[src/rtl/switch_debounce_pkg.sv]
// rtl/switch_debounce_pkg.sv - shared FSM encodings and default qualification length
package switch_debounce_pkg;

  // 10 ms at 50 MHz
  localparam int DB_CYCLES_DEFAULT = 500000;

  typedef enum logic [1:0] {
    STABLE_LO = 2'b00,
    WAIT_HI   = 2'b01,
    STABLE_HI = 2'b11,
    WAIT_LO   = 2'b10
  } db_state_t;

endpackage

[src/rtl/debounce_channel.sv]
// rtl/debounce_channel.sv - one switch: 2-flop synchronizer, 4-state qualifier, edge pulses
module debounce_channel
  import switch_debounce_pkg::*;
#(
  parameter int DB_CYCLES = DB_CYCLES_DEFAULT
) (
  input  logic clk,
  input  logic rst,
  input  logic sw,
  output logic db,
  output logic rise,
  output logic fall
);

  localparam int CW = $clog2(DB_CYCLES + 1);
  localparam logic [CW-1:0] CNT_ONE  = CW'(1);
  localparam logic [CW-1:0] CNT_LAST = CW'(DB_CYCLES - 1);

  logic            s1, s2;
  db_state_t       state, state_n;
  logic [CW-1:0]   cnt, cnt_n;
  logic            accept;
  logic            db_n, rise_n, fall_n;

  always_ff @(posedge clk or posedge rst) begin
    if (rst) begin
      s1 <= 1'b0;
      s2 <= 1'b0;
    end else begin
      s1 <= sw;
      s2 <= s1;
    end
  end

  always_ff @(posedge clk or posedge rst) begin
    if (rst) begin
      state <= STABLE_LO;
      cnt   <= '0;
      db    <= 1'b0;
      rise  <= 1'b0;
      fall  <= 1'b0;
    end else begin
      state <= state_n;
      cnt   <= cnt_n;
      db    <= db_n;
      rise  <= rise_n;
      fall  <= fall_n;
    end
  end

  // The counter stops one short of DB_CYCLES: the edge that would reach it
  // is the acceptance edge, so cnt never holds more than DB_CYCLES-1.
  always_comb begin
    state_n = state;
    cnt_n   = cnt;
    accept  = 1'b0;
    case (state)
      STABLE_LO: begin
        if (s2) begin
          if (DB_CYCLES == 1) begin
            accept  = 1'b1;
            state_n = STABLE_HI;
          end else begin
            state_n = WAIT_HI;
            cnt_n   = CNT_ONE;
          end
        end
      end
      WAIT_HI: begin
        if (!s2) begin
          state_n = STABLE_LO;
          cnt_n   = '0;
        end else if (cnt >= CNT_LAST) begin
          accept  = 1'b1;
          state_n = STABLE_HI;
          cnt_n   = '0;
        end else begin
          cnt_n = cnt + CNT_ONE;
        end
      end
      STABLE_HI: begin
        if (!s2) begin
          if (DB_CYCLES == 1) begin
            accept  = 1'b1;
            state_n = STABLE_LO;
          end else begin
            state_n = WAIT_LO;
            cnt_n   = CNT_ONE;
          end
        end
      end
      WAIT_LO: begin
        if (s2) begin
          state_n = STABLE_HI;
          cnt_n   = '0;
        end else if (cnt >= CNT_LAST) begin
          accept  = 1'b1;
          state_n = STABLE_LO;
          cnt_n   = '0;
        end else begin
          cnt_n = cnt + CNT_ONE;
        end
      end
      default: begin
        state_n = STABLE_LO;
        cnt_n   = '0;
      end
    endcase
  end

  always_comb begin
    db_n   = accept ? ~db : db;
    rise_n = accept & ~db;
    fall_n = accept & db;
  end

endmodule

[src/rtl/switch_debounce.sv]
// rtl/switch_debounce.sv - N_CH independent slide-switch debouncers with edge pulses
module switch_debounce
  import switch_debounce_pkg::*;
#(
  parameter int N_CH      = 2,
  parameter int DB_CYCLES = DB_CYCLES_DEFAULT
) (
  input  logic            CLOCK_50,
  input  logic            RESET,
  input  logic [N_CH-1:0] SW_IN,
  output logic [N_CH-1:0] SW_DB,
  output logic [N_CH-1:0] RISE,
  output logic [N_CH-1:0] FALL
);

  generate
    for (genvar i = 0; i < N_CH; i++) begin : g_ch
      debounce_channel #(
        .DB_CYCLES(DB_CYCLES)
      ) u_ch (
        .clk  (CLOCK_50),
        .rst  (RESET),
        .sw   (SW_IN[i]),
        .db   (SW_DB[i]),
        .rise (RISE[i]),
        .fall (FALL[i])
      );
    end
  endgenerate

endmodule

[config.mk]
export PLATFORM = sky130hd
export DESIGN_NAME = switch_debounce
export DESIGN_NICKNAME = d
export VERILOG_FILES = /design/src/rtl/switch_debounce_pkg.sv /design/src/rtl/debounce_channel.sv /design/src/rtl/switch_debounce.sv
export SDC_FILE = /design/constraint.sdc
export NUM_CORES = 1
export LEC_CHECK = 0
export ABC_AREA = 1
export CORE_UTILIZATION = 35
export CTS_BUF_LIST = sky130_fd_sc_hd__clkbuf_2
export DETAILED_ROUTE_END_ITERATION = 8
export PLACE_DENSITY = 0.55
export SYNTH_ARGS = -nofsm -noshare
export SYNTH_HDL_FRONTEND = slang
export SYNTH_SLANG_ARGS = --single-unit
[constraint.sdc]
create_clock -name CLOCK_50 -period 5.6 [get_ports CLOCK_50]
set_clock_uncertainty 0.2 [all_clocks]
set_input_delay 0.84 -clock CLOCK_50 [delete_from_list [all_inputs] [get_ports CLOCK_50]]
set_output_delay 0.84 -clock CLOCK_50 [all_outputs]
set_load 0.01 [all_outputs]
* After elaboration in Yosys (flattened, before gate mapping)
Cells that the tools add are included.
** Operators by class
- Equality and inequality tests :: 14
- Reductions and logical operators :: 6
- $add $sub $neg :: 2
- Multiply operators :: 0
- Bitwise gates (word level) :: 6
- Multiplexer cells :: 34
- $lt $le $gt $ge :: 2
- Shifts and indexed selects :: 0
- Divide/modulo/power cells :: 0
** Operators by type and width (number)
- 2-to-1 mux 19 bit :: 10
- one-hot mux 19 bit (4 select lines) :: 2
- adder 19 x 1 -> 19 bit, second input constant :: 2
- greater-or-equal comparator 19 bit, second input constant :: 2
- 2-to-1 mux 2 bit :: 12
- one-hot mux 2 bit (4 select lines) :: 2
- == test 2 bit, second input constant :: 4
- AND reduction 4 bit :: 2
- 2-to-1 mux 1 bit :: 6
- inequality test 3 x 1 -> 1 bit, second input constant :: 2
- inequality test 3 bit, second input constant :: 2
- bitwise AND 1 bit :: 4
- == test 2 x 1 -> 1 bit, second input constant :: 2
- logical NOT 2 bit :: 2
- inequality test 2 x 1 -> 1 bit, second input constant :: 2
- inequality test 2 bit, second input constant :: 2
- one-hot mux 1 bit (2 select lines) :: 2
- AND reduction 2 bit :: 2
- inverter 1 bit :: 2
** Storage, ports and cells
- Flip-flop bits (word level) :: 52
- Memory bits (read-only) :: 0
- Bits of input ports :: 4
- Bits in writable memories :: 0
- Logic and storage cells :: 78
- Output and inout bits :: 6
- Memories :: 0
- Latch bits :: 0

* Longest topological paths before layout
Gate-level depths: netlist of run 1.
- Word-level depth :: 5
- Mapped depth :: 11
- Depth with buffers taken out :: 11

* Modules after synthesis
A second synthesis of run 1 with hierarchy kept.
** Second synthesis, totals
- Cells, all modules :: 465
- Area, all modules :: 3429.5 µm²
** By module, submodules not included
- debounce_channel (g_ch[0].u_ch) :: cells an instance 220, area an instance 1724.2 µm², instances 1, seq. area each 650.6 µm²
- debounce_channel (g_ch[1].u_ch) :: cells an instance 245, area an instance 1705.4 µm², instances 1, seq. area each 650.6 µm²

* Worst setup path after synthesis of run 1
No wires, ideal clock.
- Kind :: reg-to-reg
- From :: register g_ch[0].u_ch.state[0]
- To :: register g_ch[0].u_ch.cnt[5]
- Setup slack :: 3.778 ns
- Path buffers :: 1
- Library setup time :: 0.122 ns
- Arrival time :: 1.501 ns
- Required time :: 5.278 ns
- Clock period less this slack :: 1.822 ns
- Stages on the path, launching flop included :: 11
- Path through :: dfrtp_1 -> inv_1 -> ha_1 -> inv_1 -> o21ai_2 -> inv_2 -> nand2_1 -> inv_1 -> nand4_4 -> buf_6 -> o21ai_2
** On the way
- Word-level cells in the longest chain between the ends :: 3
- Elaborated cells between the ends (all ways) :: 8
- Those cells by class :: eq/ne (5); mux (1); reduce/logical (2)
** RTL lines
- start, declared :: RTL line debounce_channel.sv:20 : db_state_t state, state_n;
- start signal, assigned :: RTL line debounce_channel.sv:43 : state <= state_n;
- == test 2 bit or logical NOT 2 bit (tied branches) :: RTL line debounce_channel.sv:57 : case (state)
- inequality test 2 bit (no source line) or inequality test 2 x 1 -> 1 bit (tied branches)
- AND reduction 2 bit (no source line)
- end signal, assigned :: RTL line debounce_channel.sv:44 : cnt <= cnt_n;
- end, declared :: RTL line debounce_channel.sv:21 : logic [CW-1:0] cnt, cnt_n;
Several ways; a longest one is shown, not always the timed one.
A chain may end at the register's enable or synchronous reset.

* Worst setup path after layout of run 1
- From :: register g_ch[1].u_ch.db
- To :: output port SW_DB[1]
** RTL lines
- start, declared :: RTL line debounce_channel.sv:10 : output logic db,
- start signal, assigned :: RTL line debounce_channel.sv:45 : db <= db_n;
- end, declared :: RTL line switch_debounce.sv:11 : output logic [N_CH-1:0] SW_DB,
No word-level cell between the ends.

==> results of run 1 <==
==> final cells by class <==
cell class	instances	area, um2	share of cell area, %
Multi-Input combinational cell	315	1740	49.15
Sequential cell	52	1301	36.75
Inverter	53	198.9	5.618
Tap cell	129	161.4	4.558
Timing Repair Buffer	10	97.59	2.756
Clock buffer	6	30.03	0.8481
Clock inverter	2	11.26	0.3180
==> metrics by stage <==
| step | cells | hold slack [ns] | total power (uW) |
|---|---|---|---|
| floorplan | 434 | 0.1312 | 707.7 |
| global placement | 559 | 0.1330 | 758.0 |
| detailed placement | 559 | 0.1393 | 769.2 |
| CTS | 567 | 0.1958 | 929.7 |
| global route | 567 | 0.2051 | 987.4 |
| finish | 567 | 0.1913 | 911.9 |
==> logic make-up after synthesis <==
kind of cell,share of synthesized area (%)
fa+ha+maj,3.751
flops,39.01
compound gates,8.215
buf+inv,8.814
simple gates,33.83
xor+xnor,6.039
mux,0.3376
==> report_power, final <==
part	leakage (uW)	switching, uW	internal, uW
Clock	0.0000266	123	31.2
Combinational	0.000875	224	96.5
Sequential	0.000705	31.6	406
Total	0.00161	378	533
==> registers in the layout, summed over array words and instances (netlist names) <==
| register | cells |
|---|---|
| g_ch.u_ch.fall | 2 |
| g_ch.u_ch.cnt | 38 |
| g_ch.u_ch.db | 2 |
| g_ch.u_ch.rise | 2 |
| g_ch.u_ch.state | 4 |
| g_ch.u_ch.s1 | 2 |
| g_ch.u_ch.s2 | 2 |
==> final timing paths <==
path                                                        start                                end  slack, ns  cells past startpoint
min in group asynchronous                                   RESET        g_ch[1].u_ch.db$_DFFE_PP0P_       0.67                      3
worst max register to register  g_ch[1].u_ch.state[0]$_DFFE_PP0P_  g_ch[1].u_ch.state[0]$_DFFE_PP0P_       3.15                      8
worst max-delay path                  g_ch[1].u_ch.db$_DFFE_PP0P_                           SW_DB[1]       3.13                      1
worst min-delay path                    g_ch[0].u_ch.s1$_DFF_PP0_          g_ch[0].u_ch.s2$_DFF_PP0_       0.19                      0
worst min register to register          g_ch[0].u_ch.s1$_DFF_PP0_          g_ch[0].u_ch.s2$_DFF_PP0_       0.19                      0
max in group asynchronous                                   RESET    g_ch[0].u_ch.cnt[6]$_DFFE_PP0P_       4.09                      3
==> cell usage in the layout (no fill, tap or decap), types with 2 or more instances in the layout <==
cell               n
nand2_2           10
nand3_2            7
inv_2             10
xnor2_1            7
nand3_1           17
o21ai_1            5
nand2_1          120
a21oi_1            7
nor2_1            51
nor2_2             6
clkinv_1           2
xor2_1            16
inv_1             42
o21ai_0           14
clkbuf_2           6
o21ai_2           14
nand4_1            9
nor3_2             3
nand4_4            2
dfrtp_1           52
nor3_1             8
ha_1              10
clkdlybuf4s50_1    9
==> routing by layer <==
metal,GRT usage (%),vias to the layer above
met4,2.602,0
met5,0,-
met3,2.319,2
li1,-,1356
met2,26.66,20
met1,18.42,1199
==> results.py, run 1 <==
metrics = {
    "logic_synthesis": {
        "syn_area_mm2": 0.003336,
        "syn_avg_cell_area_um2": 7.686,
        "synthCells": 434,
        "synth_top_area_cell": "dfrtp_1",
        "synth_top_area_share_pct": 39.01,
        "synth_most_common_cell": "nand2_1",
        "synth_common_cells": "nand2_1, dfrtp_1, nor2_1",
        "synth_nets": 448,
        "synthArstFlopShare_pct": 100.0,
        "synthTopCellsByArea": "dfrtp_1, nand2_1, nor2_1",
        "synth_ff_type": "dfrtp_1",
        "synth_edf_count": 0,
        "ys_seq_area_share_pct": 39.01,
        "synth_seq_cells": 52,
        "yosysWarnings": 0,
        "synthDistinctLibCells": 34,
    },
    "detailed_routing": {
        "ant_nets": 0,
        "met1_length_mm": 3.123,
        "met2_length_mm": 3.090,
        "routed_wl_mm": 6.345,
        "dr.pass1.iters": 4,
        "wl_per_cell_um": 11.19,
        "drc_errors": 0,
        "drt_iter0_markers": 72,
        "vias_per_cell": 4.545,
        "vias": 2577,
        "highest_layer": "met4",
        "wl_met3_um": 107,
    },
    "sta": {
        "finalSetupViolations": 0,
        "tightest_slew_ns": 0.7791,
        "setup_slack_ns": 3.133,
        "period_share_pct": 44.06,
        "slew_viol_final": 0,
        "fin_crit_ns": 2.467,
        "rsz0062_at_grt": "no",
        "fmax_mhz": 405.3,
        "hold_viol": 0,
        "tns_ns": 0,
        "max_slew_margin_pct": 47.71,
    },
    "clock_network": {
        "clkTransAtPathRegs_ns": 0.27,
        "clock_latency_ns": 0.42,
        "cts_tree": "yes",
        "cts_buffers": 5,
        "cts.sinks": 52,
        "htree_levels": 2,
        "cts_hold_buffers": 0,
        "cts_resized": 0,
        "clock-root-buffer": "clkbuf_2",
        "cts_setup_buffers": 0,
        "cts_buffer_depth": 2,
    },
    "floorplanning": {
        "dieHeight_um": 99.63,
        "rows": 35,
        "die_area_mm2": 0.009925,
        "core_area_mm2": 0.009240,
        "io_pins": 10,
        "die_w_um": 99.63,
        "initial_core_util_pct": 36.10,
    },
    "critical_path": {
        "cp-start-kind": "flop",
        "crit_path_end_kind": "output port",
        "cp.arrival_ns": 1.43,
        "cp_cell_sequence": "clkdlybuf4s50_1",
        "path_buf_inv": 1,
        "criticalPathCategory": "reg -> out",
        "required_ns": 4.56,
        "cp_max_fo": 4,
        "cp_slowest_stage_delay_ns": 0.55,
        "cp_top_family": "buffers and inverters",
        "cp_slowest_cell": "clkdlybuf4s50_1",
    },
    "status": {
        "status": "finished, final reports clean",
    },
    "placement": {
        "placed_cell_area_mm2": 0.003500,
        "portBuffers": 9,
        "finalWeightedCongestion": 0.8133,
        "place_ws_ns": 3.132,
        "dp_hpwl_mm": 4.570,
    },
    "grt": {
        "grt_pass1_vias": 2664,
        "track_usage_pct": 14.65,
        "grt_max_degree": 53,
        "grt_pass1_wl_mm": 11.85,
        "grt_remaining_overflow": 0,
        "antenna_found_initial": 0,
    },
    "layout": {
        "design_area_mm2": 0.003541,
        "area_growth_pct": 6.152,
        "drive_gt1_share_pct": 15.07,
        "final_core_util_pct": 38.32,
        "fin_nets": 451,
        "num_antenna_cells": 0,
        "fillerInstances": 960,
    },
    "power_and_ir_drop": {
        "cellPowerDensity_mw_per_mm2": 257.5,
        "vdd_drop_max_uv": 99.40,
        "power.leakage_uw": 0.001607,
    },
    "min_path": {
        "hold_class": "reg -> reg",
    },
    "job": {
        "drv_cap": 0,
    },
}
Power figures use the tool's default switching activity.
==> inputs of run 2 (changes only) <==
==> constraint.sdc (replaced) <==
create_clock -name CLOCK_50 -period 2.4 [get_ports CLOCK_50]
set_clock_uncertainty 0.2 [all_clocks]
set_input_delay 0.36 -clock CLOCK_50 [delete_from_list [all_inputs] [get_ports CLOCK_50]]
set_output_delay 0.36 -clock CLOCK_50 [all_outputs]
set_load 0.01 [all_outputs]
==> results.py, run 2 (synthesized netlist as in run 1, its figures left out) <==
metrics = {
    "sta": {
        "tightest_slew_ns": 0.5121,
        "finalSetupViolations": 0,
        "max_slew_margin_pct": 65.82,
        "slew_viol_final": 0,
        "hold_viol": 0,
        "fin_crit_ns": 2.016,
        "period_share_pct": 83.99,
        "tns_ns": 0,
        "rsz0062_at_grt": "no",
        "fmax_mhz": 496.1,
    },
    "power_and_ir_drop": {
        "power_uw": 2240,
        "vdd_drop_max_uv": 322.1,
        "cellPowerDensity_mw_per_mm2": 623.5,
        "power.leakage_uw": 0.001638,
    },
    "layout": {
        "layout_commonest_cell": "nand2_1",
        "design_area_mm2": 0.003592,
        "drive_gt1_share_pct": 15.68,
        "largest_reg_flops": 38,
        "final_cell_mix": "nand2_1, dfrtp_1, nor2_1",
        "num_antenna_cells": 0,
        "fin_cells": 569,
        "largest_registers": "g_ch.u_ch.cnt: 38 flops, g_ch.u_ch.state: 4 flops",
        "area_growth_pct": 7.690,
        "fin_nets": 453,
        "largest-register": "g_ch.u_ch.cnt",
    },
    "status": {
        "status": "finished, final reports clean",
    },
    "critical_path": {
        "crit_top_cell": "inv_1",
        "r2r-start": "g_ch[0].u_ch.state[0]$_DFFE_PP0P_",
        "criticalPathCategory": "reg -> reg",
        "cp_cell_sequence": "inv_1 -> ha_1 -> inv_1 -> o21ai_2 -> inv_2 -> nand2_1 -> inv_1 -> nand4_4 -> o21ai_0",
        "crit_path_end_kind": "flop",
        "cp_max_fo": 15,
        "cp_slowest_cell": "dfrtp_1",
        "cp.arrival_ns": 2.17,
        "cp-start-kind": "flop",
        "cp_slowest_stage_delay_ns": 0.46,
        "required_ns": 2.55,
        "startpoint": "g_ch[0].u_ch.state[0]$_DFFE_PP0P_",
    },
    "clock_network": {
        "clock-root-buffer": "clkbuf_2",
        "cts_setup_buffers": 0,
        "cts_resized": 0,
        "cts_tree": "yes",
        "clkTransAtPathRegs_ns": 0.25,
        "htree_levels": 2,
        "cts_buffer_depth": 2,
        "cts.sinks": 52,
        "cts_buffers": 5,
        "clock_latency_ns": 0.42,
        "cts_hold_buffers": 0,
    },
    "grt": {
        "grt_pass1_vias": 2584,
        "track_usage_pct": 13.94,
        "antenna_found_initial": 0,
        "grt_pass1_wl_mm": 11.32,
        "grt_max_degree": 53,
        "grt_remaining_overflow": 0,
    },
    "detailed_routing": {
        "drt_iter0_markers": 48,
        "ant_nets": 0,
        "wl_per_cell_um": 10.79,
        "drc_errors": 0,
        "vias_per_cell": 4.499,
        "vias": 2560,
        "dr.pass1.iters": 4,
        "routed_wl_mm": 6.140,
    },
    "floorplanning": {
        "dieHeight_um": 99.63,
        "io_pins": 10,
        "die_area_mm2": 0.009925,
        "die_w_um": 99.63,
        "rows": 35,
        "core_area_mm2": 0.009240,
        "initial_core_util_pct": 36.10,
    },
    "job": {
        "drv_cap": 0,
    },
    "placement": {
        "placed_cell_area_mm2": 0.003527,
        "portBuffers": 9,
        "dp_cells": 561,
        "finalWeightedCongestion": 0.8502,
        "dp_hpwl_mm": 4.518,
    },
    "min_path": {
        "hold_class": "in -> async",
    },
}
## run 2: changes by cell type in the layout (fill, tap and decap cells not counted), sizes merged
cell / previous run / this run
buf: 1 / 3
bufinv: 0 / 1
clkinvlp: 1 / 0
## run 2: area by class of cell
cell class	instances	area (um2)
clock buffer	6	30.03
clock inverter	2	35.03
fill	981	5648
inverter	53	198.9
multi-input combinational	315	1740
sequential	52	1301
tap	129	161.4
timing repair buffer	12	125.1
## run 2: power by group
part | switching [uW] | total, uW | internal [uW]
clock network | 275 | 454 | 179
logic | 523 | 767 | 243
registers | 72.6 | 1020 | 947
total | 871 | 2240 | 1370
## run 2: metal layers
layer	GRT usage [%]	up-vias	routed length (um)
li1	-	1366	-
met1	17.02	1171	2909
met2	25.64	19	3070
met3	2.460	4	122
met4	2.828	0	37
met5	0	-	0
## run 2: path summary, 6_finish.rpt
kind	end	slack [ns]	depth (start not counted)
worst min register to register	g_ch[1].u_ch.s2$_DFF_PP0_	0.19	0
min in group CLOCK_50	g_ch[0].u_ch.s1$_DFF_PP0_	0.14	1
max in group asynchronous	g_ch[1].u_ch.cnt[16]$_DFFE_PP0P_	1.72	3
worst max register to register	g_ch[0].u_ch.cnt[3]$_DFFE_PP0P_	0.38	9
worst max-delay path	g_ch[0].u_ch.cnt[3]$_DFFE_PP0P_	0.38	9
worst min-delay path	g_ch[1].u_ch.cnt[17]$_DFFE_PP0P_	0.06	3
## run 2: stage by stage
step | hold WS [ns] | worst slack [ns] | utilization (%)
2_1_floorplan | 0.1312 | 0.5776 | -
3_3_place_gp | 0.1346 | 0.4445 | 38.17
3_5_place_dp | 0.1347 | 0.4056 | 38.17
4_1_cts | 0.01892 | 0.3444 | 38.88
5_1_grt | 0.04268 | 0.1633 | 38.88
6_report | 0.05714 | 0.3842 | 38.88
## run 2: critical path: cells and delay by family (launching register included)
family | cells | cell delay [ns]
buffers and inverters | 4 | 0.38
adder cells (fa/ha/maj) | 1 | 0.21
AND/OR/NAND/NOR | 2 | 0.37
flip-flops | 1 | 0.46
AO/OA/AOI/OAI | 2 | 0.33
